[src/rtl/pe24_seq_pkg.sv]
// rtl/pe24_seq_pkg.sv - shared constants and state encoding for the pe24 sequencer
package pe24_seq_pkg;

    localparam int LANES    = 24;
    localparam int CHAR_W   = 8;
    localparam int KEY_W    = 10;
    localparam int MASK_BIT = 10;
    localparam int GAP_BIT  = 11;
    localparam int ENTRY_W  = 12;

    localparam logic [2:0] S_IDLE   = 3'd0;
    localparam logic [2:0] S_CLEAR  = 3'd1;
    localparam logic [2:0] S_ISSUE  = 3'd2;
    localparam logic [2:0] S_DRAIN  = 3'd3;
    localparam logic [2:0] S_RESULT = 3'd4;

    typedef enum logic [2:0] {
        ST_IDLE   = S_IDLE,
        ST_CLEAR  = S_CLEAR,
        ST_ISSUE  = S_ISSUE,
        ST_DRAIN  = S_DRAIN,
        ST_RESULT = S_RESULT
    } state_t;

endpackage

[src/rtl/pe24_seq_pat_mem.sv]
// rtl/pe24_seq_pat_mem.sv - pattern register file, one write port, async read, no reset
module pe24_seq_pat_mem
    import pe24_seq_pkg::*;
#(
    parameter int AW = 4
) (
    input  logic               clk,
    input  logic               we,
    input  logic [AW-1:0]      waddr,
    input  logic [ENTRY_W-1:0] wdata,
    input  logic [AW-1:0]      raddr,
    output logic [ENTRY_W-1:0] rdata
);

    logic [ENTRY_W-1:0] mem [2**AW];

    always_ff @(posedge clk) begin
        if (we) mem[waddr] <= wdata;
    end

    assign rdata = mem[raddr];

endmodule

[src/rtl/pe24_seq.sv]
// rtl/pe24_seq.sv - run sequencer feeding pattern entries to a 24-lane PE array
module pe24_seq
    import pe24_seq_pkg::*;
#(
    parameter int PAT_DEPTH = 16,
    parameter int AW        = 4,
    parameter int PE_LAT    = 1
) (
    input  logic                      clk,
    input  logic                      reset,
    input  logic                      pat_we,
    input  logic [AW-1:0]             pat_waddr,
    input  logic [ENTRY_W-1:0]        pat_wdata,
    input  logic [AW:0]               pat_len,
    input  logic [LANES-1:0]          overlap_cfg,
    input  logic                      s_valid,
    output logic                      s_ready,
    input  logic [LANES*CHAR_W-1:0]   s_text,
    input  logic [4:0]                s_nchar,
    output logic                      pe_clr,
    output logic [LANES*CHAR_W-1:0]   pe_text,
    output logic [KEY_W-1:0]          pe_key,
    output logic                      pe_is_gap,
    output logic                      pe_is_mask,
    output logic                      pe_firstmatch,
    output logic                      pe_is_firstgap,
    output logic [LANES-1:0]          pe_ctrl,
    output logic [LANES-1:0]          pe_overlap,
    output logic                      pe_r0_lin,
    output logic                      pe_r1_lin,
    output logic                      pe_r2_lin,
    input  logic [LANES-1:0]          pe_win_out,
    input  logic                      pe_r0_out,
    input  logic                      pe_r1_out,
    input  logic                      pe_r2_out,
    output logic                      m_valid,
    input  logic                      m_ready,
    output logic [LANES-1:0]          m_match,
    output logic [2:0]                m_carry,
    output logic                      m_any,
    output logic                      busy
);

    localparam logic [AW:0] DEPTH_V = (AW+1)'(PAT_DEPTH);

    state_t             state;
    logic [AW:0]        len_q;
    logic [AW:0]        idx;
    logic [LANES-1:0]   ctrl_q;
    logic [2:0]         dcnt;
    logic [ENTRY_W-1:0] rdata;
    logic [4:0]         nch;
    logic [LANES-1:0]   ctrl_n;
    logic [AW:0]        len_n;

    always_comb begin
        nch   = (s_nchar > 5'd24) ? 5'd24 : s_nchar;
        len_n = (pat_len > DEPTH_V) ? DEPTH_V : pat_len;
        for (int i = 0; i < LANES; i++) ctrl_n[i] = (5'(i) < nch);
    end

    assign s_ready   = (state == ST_IDLE);
    assign busy      = (state != ST_IDLE);
    assign pe_r0_lin = 1'b0;
    assign pe_r1_lin = 1'b0;
    assign pe_r2_lin = 1'b0;

    pe24_seq_pat_mem #(.AW(AW)) u_pat_mem (
        .clk   (clk),
        .we    (pat_we && (state == ST_IDLE)),
        .waddr (pat_waddr),
        .wdata (pat_wdata),
        .raddr (idx[AW-1:0]),
        .rdata (rdata)
    );

    // idx always points at the next entry to issue, so the async read is ready one edge ahead
    always_ff @(posedge clk or negedge reset) begin
        if (!reset) begin
            state          <= ST_IDLE;
            len_q          <= '0;
            idx            <= '0;
            ctrl_q         <= '0;
            dcnt           <= '0;
            pe_clr         <= 1'b0;
            pe_text        <= '0;
            pe_key         <= '0;
            pe_is_gap      <= 1'b0;
            pe_is_mask     <= 1'b0;
            pe_firstmatch  <= 1'b0;
            pe_is_firstgap <= 1'b0;
            pe_ctrl        <= '0;
            pe_overlap     <= '0;
            m_valid        <= 1'b0;
            m_match        <= '0;
            m_carry        <= '0;
            m_any          <= 1'b0;
        end else begin
            pe_clr <= 1'b0;
            case (state)
                ST_IDLE: if (s_valid) begin
                    pe_text    <= s_text;
                    pe_overlap <= overlap_cfg;
                    len_q      <= len_n;
                    ctrl_q     <= ctrl_n;
                    idx        <= '0;
                    pe_clr     <= 1'b1;
                    state      <= ST_CLEAR;
                end
                ST_CLEAR: if (len_q != '0) begin
                    pe_key         <= rdata[KEY_W-1:0];
                    pe_is_gap      <= rdata[GAP_BIT];
                    pe_is_mask     <= rdata[MASK_BIT];
                    pe_firstmatch  <= 1'b1;
                    pe_is_firstgap <= rdata[GAP_BIT];
                    pe_ctrl        <= ctrl_q;
                    idx            <= idx + (AW+1)'(1);
                    state          <= ST_ISSUE;
                end else begin
                    m_match <= '0;
                    m_carry <= '0;
                    m_any   <= 1'b0;
                    m_valid <= 1'b1;
                    state   <= ST_RESULT;
                end
                ST_ISSUE: begin
                    pe_firstmatch <= 1'b0;
                    if (idx == len_q) begin
                        pe_key         <= '0;
                        pe_is_gap      <= 1'b0;
                        pe_is_mask     <= 1'b0;
                        pe_is_firstgap <= 1'b0;
                        dcnt           <= 3'(PE_LAT - 1);
                        state          <= ST_DRAIN;
                    end else begin
                        pe_key     <= rdata[KEY_W-1:0];
                        pe_is_gap  <= rdata[GAP_BIT];
                        pe_is_mask <= rdata[MASK_BIT];
                        idx        <= idx + (AW+1)'(1);
                    end
                end
                ST_DRAIN: if (dcnt == 3'd0) begin
                    m_match <= pe_win_out;
                    m_carry <= {pe_r2_out, pe_r1_out, pe_r0_out};
                    m_any   <= |pe_win_out;
                    m_valid <= 1'b1;
                    pe_ctrl <= '0;
                    state   <= ST_RESULT;
                end else begin
                    dcnt <= dcnt - 3'd1;
                end
                ST_RESULT: if (m_ready) begin
                    m_valid <= 1'b0;
                    state   <= ST_IDLE;
                end
                default: state <= ST_IDLE;
            endcase
        end
    end

endmodule
[config.mk]
export PLATFORM = sky130hd
export DESIGN_NAME = pe24_seq
export DESIGN_NICKNAME = d
export VERILOG_FILES = /design/src/rtl/pe24_seq_pkg.sv /design/src/rtl/pe24_seq_pat_mem.sv /design/src/rtl/pe24_seq.sv
export SDC_FILE = /design/constraint.sdc
export NUM_CORES = 1
export LEC_CHECK = 0
export CAP_MARGIN = 20
export CORE_AREA = 2 2 227 229
export CTS_BUF_LIST = sky130_fd_sc_hd__clkbuf_4
export CTS_CLUSTER_SIZE = 28
export DETAILED_ROUTE_END_ITERATION = 16
export DIE_AREA = 0 0 229 231
export PLACE_DENSITY = 0.79
export SLEW_MARGIN = 20
export SYNTH_ARGS = -nofsm -noshare
export SYNTH_HDL_FRONTEND = slang
export SYNTH_SLANG_ARGS = --single-unit
[constraint.sdc]
create_clock -name clk -period 5.6 [get_ports clk]
set_input_delay 1.12 -clock clk [delete_from_list [all_inputs] [get_ports clk]]
set_output_delay 1.12 -clock clk [all_outputs]
set_load 0.01 [all_outputs]
==> flow_metrics.py, run 1 <==
metrics = {
    "yosys": {
        "synth_compound_area_share_pct": 4.943,
        "synthCells": 1661,
        "avgSynthCellArea_sq_um": 11.99,
        "synth_edf_count": 192,
        "yosys.area_share.simple_pct": 16.57,
        "synthAdderAreaFrac_pct": 0.1884,
        "synthArstFlopShare_pct": 62.79,
        "synth_warnings": 0,
        "synth_commonest_cells": "755 x nand2_1, 324 x dfrtp_1, 192 x edfxtp_1",
        "ys_top_cells_by_area": "dfrtp_1 41%, edfxtp_1 29%, nand2_1 14%",
        "yosysMostFrequentCell": "nand2_1",
        "synth_top_family_by_area": "simple AND/OR/NAND/NOR gates",
        "ys_seq_elements": 516,
        "synthXorXnorAreaFrac_pct": 0.2638,
        "synth_top_area_cell": "dfrtp_1",
        "syn-cell-area_sq_um": 19920,
        "ys_types": 54,
        "synth_mux_area_share_pct": 5.746,
        "yosysTopAreaCellShare_pct": 40.70,
        "yosysSeqAreaShare_pct": 69.64,
        "synth_ff_type": "dfrtp_1",
    },
    "cts": {
        "clkTransAtPathRegs_ps": 60,
        "cts_sinks": 516,
        "htree_levels": 4,
        "post_cts_buffers": 0,
        "cts_buffer_depth": 3,
        "clk-insertion-delay-late_ps": 970,
        "ctsRootBufferMaster": "clkbuf_4",
        "cts_tree": "done",
        "cts_resized": 0,
        "cts_buffers": 134,
        "ctsHoldBuffers": 0,
    },
    "global_routing": {
        "grt_pass1_wl_um": 87100,
        "grt-ovfl-total": 0,
        "grt_max_degree": 116,
        "grt_use_total_pct": 21.40,
        "grt_pass1_vias": 15400,
        "antenna_found_initial": 4,
    },
    "die": {
        "rows": 83,
        "core_area_sq_um": 50680,
        "die-area_sq_um": 52900,
        "start_util_pct": 39.31,
        "io_pins": 563,
        "die_w_um": 229,
        "die_h_um": 231,
    },
    "sta": {
        "rsz0062_at_grt": "false",
        "skew_ps": 64.35,
        "fin_crit_sh_pct": 67.33,
        "period_needed_ps": 3771,
        "setup_viol": 0,
        "tightest_slew_ps": 996.1,
        "maxSlewHeadroom_pct": 33.08,
        "finalSetupTns_ps": 0,
        "fmaxAchievable_ghz": 0.2652,
        "hold_viol": 0,
        "slew_viol_final": 0,
    },
    "layout": {
        "fin_cells": 3070,
        "area_growth_pct": 40.21,
        "nets": 2568,
        "multi_input_area_sq_um": 5560,
        "final_layout_size_suffix_gt1_share_pct": 13.00,
        "regArea_sq_um": 13880,
        "fill_cells": 4167,
        "fin_util_pct": 55.12,
        "fin_area_sq_um": 27930,
    },
    "drt": {
        "drc": 0,
        "antenna_left": 0,
        "num_vias": 15130,
        "routedWlPerCell_um": 18.62,
        "drtPass1Iterations": 5,
        "wl_um": 57170,
        "drtIter0Drc": 1106,
        "avgViaCountPerCell": 4.927,
    },
    "critical_path": {
        "reg2reg_slack_ps": 2420,
        "setup.worst_path.end": "s_ready",
        "r2r-start": "state[2]$_DFFE_PN0P_",
        "arrival_ps": 2650,
        "crit_required_ps": 4480,
        "critPathLaunchType": "register",
        "worst_r2r_endpoint": "pe_text[164]$_DFFE_PN0P_",
        "setup.worst_path.start": "state[2]$_DFFE_PN0P_",
        "crit_path_end_kind": "primary output",
        "reg2regPathDepth": 6,
        "crit_type": "register to primary output",
        "crit_path_max_fanout": 17,
    },
    "placement": {
        "port_buffers": 559,
        "dpl.cell_count": 2835,
        "postPlaceCellArea_sq_um": 26150,
        "place_congestion": 0.8794,
        "dp_hpwl_um": 38770,
    },
    "power": {
        "peakVddDrop_uv": 240.3,
        "power.total_mw": 14.46,
        "power.leakage_nw": 12.05,
        "powerDensity_nw_per_um2": 517.6,
    },
    "min_path": {
        "min_path_type": "input pin to async pin",
    },
    "run_status": {
        "run_status": "completed",
    },
    "job": {
        "drv_cap": 0,
    },
}
flip-flops by register name (all words and copies together) (netlist names):
| signal | cells |
|---|---|
| pe_text | 192 |
| u_pat_mem.mem | 192 |
| ctrl_q | 24 |
| m_match | 24 |
| pe_ctrl | 24 |
| pe_overlap | 24 |
| pe_key | 10 |
| idx | 5 |
| len_q | 5 |
| dcnt | 3 |
| m_carry | 3 |
| state | 3 |
| m_any | 1 |
| m_valid | 1 |
| pe_clr | 1 |
| pe_firstmatch | 1 |
| pe_is_firstgap | 1 |
| pe_is_gap | 1 |
| pe_is_mask | 1 |
through the flow:
stage,worst slack [ps],hold slack [ps]
final,1829,197.8
after global routing,1658,186.4
after detailed placement,1829,461.9
after global placement,1930,455.8
after floorplan,2784,438.6
after CTS,1679,117.3
metal layers:
layer / track usage (%) / share of wire, %
met1: 25.61 / 38
met2: 35.79 / 51
met3: 6.719 / 7.0
met4: 9.111 / 3.2
met5: 0 / 0.021
cell type report:
cell class / count / share of cell area (%)
Clock buffer: 196 / 5.267
Timing Repair Buffer: 587 / 20.94
Multi-Input combinational cell: 1045 / 19.91
Tap cell: 680 / 3.046
Antenna cell: 6 / 0.05375
Sequential cell: 516 / 49.67
Inverter: 7 / 0.1120
Clock inverter: 33 / 1.008
report_power, final:
| group | switching (mW) | internal, mW | total [mW] |
|---|---|---|---|
| registers | 0.695 | 5.02 | 5.72 |
| clock network | 1.61 | 1.77 | 3.38 |
| logic | 2.64 | 2.73 | 5.36 |
layout by cell type (no fill, tap or decap), types with 3 or more instances in the layout:
| cell | instances |
|---|---|
| clkdlybuf4s50_1 | 558 |
| buf_4 | 25 |
| nor2b_1 | 3 |
| inv_8 | 4 |
| a31oi_1 | 5 |
| xnor2_1 | 5 |
| dfrtp_1 | 322 |
| nand3b_1 | 6 |
| nor3_1 | 8 |
| diode_2 | 6 |
| inv_6 | 7 |
| nor4_1 | 7 |
| bufinv_16 | 3 |
| mux2i_1 | 3 |
| o21ai_1 | 3 |
| conb_1 | 3 |
| ha_1 | 3 |
| and2_1 | 3 |
| a22o_1 | 40 |
| or3_1 | 3 |
| a21oi_1 | 7 |
| clkinv_1 | 16 |
| nand2b_1 | 8 |
| o21ai_0 | 51 |
| nand2_1 | 754 |
| nor2_1 | 25 |
| mux4_2 | 48 |
| mux2_2 | 3 |
| a22oi_1 | 24 |
| buf_12 | 3 |
| edfxtp_1 | 192 |
| inv_1 | 6 |
| clkbuf_4 | 196 |
cell families (layout without fill, tap and decap cells):
group                      Yosys count  in the layout
and+or+nand+nor                    836            836
DFF                                516            516
AOI/OAI and AO/OA                  143            143
buffers and inverters              102            823
muxes                               54             54
xor gates and xnor gates             6              6
adders and majority gates            3              3
other                                1              9
worst min path at each step:
stage | cells after the start | to | slack [ps]
global placement | 2 | pe_text[168]$_DFFE_PN0P_ | 460
detailed placement | 2 | pe_overlap[15]$_DFFE_PN0P_ | 460
finish | 1 | pe_text[165]$_DFFE_PN0P_ | 200
floorplan | 2 | ctrl_q[17]$_DFFE_PN0P_ | 440
CTS | 1 | pe_text[165]$_DFFE_PN0P_ | 120
global route | 1 | pe_text[165]$_DFFE_PN0P_ | 190
worst max-delay path, cell delays in order (launching register included):
cell             delay, ps
dfrtp_1                590
nor3_4                 480
clkdlybuf4s50_1        620
No activity file was read; power rests on OpenSTA's default activity.
==> run 2, diff against run 1 <==
==> constraint.sdc (replaced) <==
create_clock -name clk -period 3.74 [get_ports clk]
set_input_delay 0.748 -clock clk [delete_from_list [all_inputs] [get_ports clk]]
set_output_delay 0.748 -clock clk [all_outputs]
set_load 0.01 [all_outputs]
==> run 2 against run 1 <==
- non-clock buffer count rose by 7
- clock-buffer cell count is 3 higher
- clock power is 41% higher
- die area stayed put
==> flow_metrics.py, run 2 (synthesis results as in run 1) <==
metrics = {
    "run_status": {
        "run_status": "completed",
    },
    "global_routing": {
        "grt-ovfl-total": 0,
        "grt_pass1_wl_um": 86280,
        "antenna_found_initial": 4,
        "grt_max_degree": 190,
        "grt_use_total_pct": 21.18,
        "grt_pass1_vias": 15500,
    },
    "critical_path": {
        "critPathLaunchType": "register",
        "crit_path_max_fanout": 17,
        "crit_type": "register to primary output",
        "crit_path_end_kind": "primary output",
        "crit_required_ps": 2990,
        "reg2regPathDepth": 6,
        "arrival_ps": 2680,
    },
    "cts": {
        "post_cts_buffers": 0,
        "cts_buffer_depth": 3,
        "cts_sinks": 516,
        "ctsRootBufferMaster": "clkbuf_4",
        "clk-insertion-delay-late_ps": 950,
        "htree_levels": 4,
        "cts_tree": "done",
        "clkTransAtPathRegs_ps": 70,
        "cts_buffers": 137,
    },
    "layout": {
        "multi_input_area_sq_um": 5545,
        "reg_top3": "pe_text (192), u_pat_mem.mem (192)",
        "fin_area_sq_um": 27950,
        "final_common_cell": "nand2_1",
        "final_layout_size_suffix_gt1_share_pct": 13.21,
        "fin_util_pct": 55.16,
        "nets": 2578,
        "fill_cells": 4148,
        "final_cell_mix": "754 x nand2_1, 558 x clkdlybuf4s50_1, 322 x dfrtp_1, 199 x clkbuf_4, 192 x edfxtp_1",
        "regArea_sq_um": 13880,
        "area_growth_pct": 40.30,
    },
    "die": {
        "io_pins": 563,
        "die_h_um": 231,
        "die_w_um": 229,
        "rows": 83,
        "die-area_sq_um": 52900,
        "start_util_pct": 39.31,
        "core_area_sq_um": 50680,
    },
    "drt": {
        "drtPass1Iterations": 5,
        "wl_um": 56850,
        "routedWlPerCell_um": 18.42,
        "avgViaCountPerCell": 4.928,
        "num_vias": 15210,
        "antenna_left": 0,
        "drc": 0,
        "drtIter0Drc": 1130,
    },
    "sta": {
        "period_needed_ps": 3425,
        "rsz0062_at_grt": "false",
        "tightest_slew_ps": 1063,
        "fmaxAchievable_ghz": 0.2919,
        "whs_ps": 326.6,
        "setup_viol": 0,
        "maxSlewHeadroom_pct": 28.99,
        "fin_crit_sh_pct": 91.59,
        "slew_viol_final": 0,
        "finalSetupTns_ps": 0,
        "skew_ps": 46.97,
        "hold_viol": 0,
    },
    "placement": {
        "port_buffers": 559,
        "dp_hpwl_um": 39420,
        "place_congestion": 0.8740,
        "postPlaceCellArea_sq_um": 26230,
    },
    "min_path": {
        "min_path_type": "input pin to register",
        "hold_depth": 3,
    },
    "power": {
        "powerDensity_nw_per_um2": 768.0,
        "power.total_mw": 21.47,
        "power.leakage_nw": 12.07,
        "peakVddDrop_uv": 388.6,
    },
    "job": {
        "drv_cap": 0,
    },
}
==> run 2: cell types whose count changed in the layout (fill, tap and decap cells not counted), sizes merged <==
| cell | delta |
|---|---|
| bufinv | -3 |
| dlygate4sd3 | +1 |
| clkinvlp | +2 |
| buf | +6 |
| clkinv | +13 |
| inv | -6 |
| clkbuf | +3 |
==> run 2: stage by stage <==
step	cells	setup slack [ps]
after global routing	3086	177.8
after floorplan	1663	1218
after detailed placement	2841	885.2
final	3086	314.6
after CTS	3080	208.3
after global placement	2841	960.6
==> run 2: where the power goes <==
group | switching (mW) | internal [mW]
Clock | 2.32 | 2.46
Combinational | 4.03 | 4.11
Sequential | 1.02 | 7.52
==> run 2: worst paths after layout <==
path / from / slack, ps / end
min in group asynchronous: reset / 400 / pe_text[191]$_DFFE_PN0P_
max reg2reg: state[2]$_DFFE_PN0P_ / 1040 / pe_text[69]$_DFFE_PN0P_
max: state[2]$_DFFE_PN0P_ / 310 / s_ready
max in group asynchronous: reset / 2220 / ctrl_q[8]$_DFFE_PN0P_
min: s_text[30] / 330 / pe_text[30]$_DFFE_PN0P_
min reg2reg: pe_text[50]$_DFFE_PN0P_ / 470 / pe_text[50]$_DFFE_PN0P_
==> run 2: layout make-up <==
class	instances	share of cell area, %
clock inverter	39	0.7117
sequential	516	49.64
antenna	6	0.05372
inverter	7	0.1119
multi-input combinational	1045	19.84
tap	680	3.044
timing repair buffer	594	21.25
clock buffer	199	5.345
==> run 2: critical path, stage by stage, from the launching register on <==
cell             delay [ps]
dfrtp_1                 590
nor3_4                  510
clkdlybuf4s50_1         620
==> run 2: per-layer routing <==
| layer | GRT usage [%] | vias up | part of all wire, % |
|---|---|---|---|
| li1 | - | 6977 | - |
| met1 | 25.76 | 7431 | 39 |
| met2 | 34.97 | 670 | 50 |
| met3 | 5.978 | 127 | 6.9 |
| met4 | 10.09 | 4 | 3.3 |
| met5 | 0 | - | 0.046 |
==> run 2: timing repair <==
| action | 4_1_cts | 5_1_grt |
|---|---|---|
| hold endpoints to repair | 86 | 0 |
| hold buffers | 1 | 0 |
| resized for setup | 0 | 0 |
==> run 3, diff against run 2 <==
--- a/config.mk
+++ b/config.mk
@@ -8,7 +8,6 @@
 export CAP_MARGIN = 20
 export CORE_AREA = 2 2 227 229
 export CTS_BUF_LIST = sky130_fd_sc_hd__clkbuf_4
-export CTS_CLUSTER_SIZE = 28
 export DETAILED_ROUTE_END_ITERATION = 16
 export DIE_AREA = 0 0 229 231
 export PLACE_DENSITY = 0.79
==> results of run 3 <==
Final layout, timing and power as in run 2 (identical DEF).
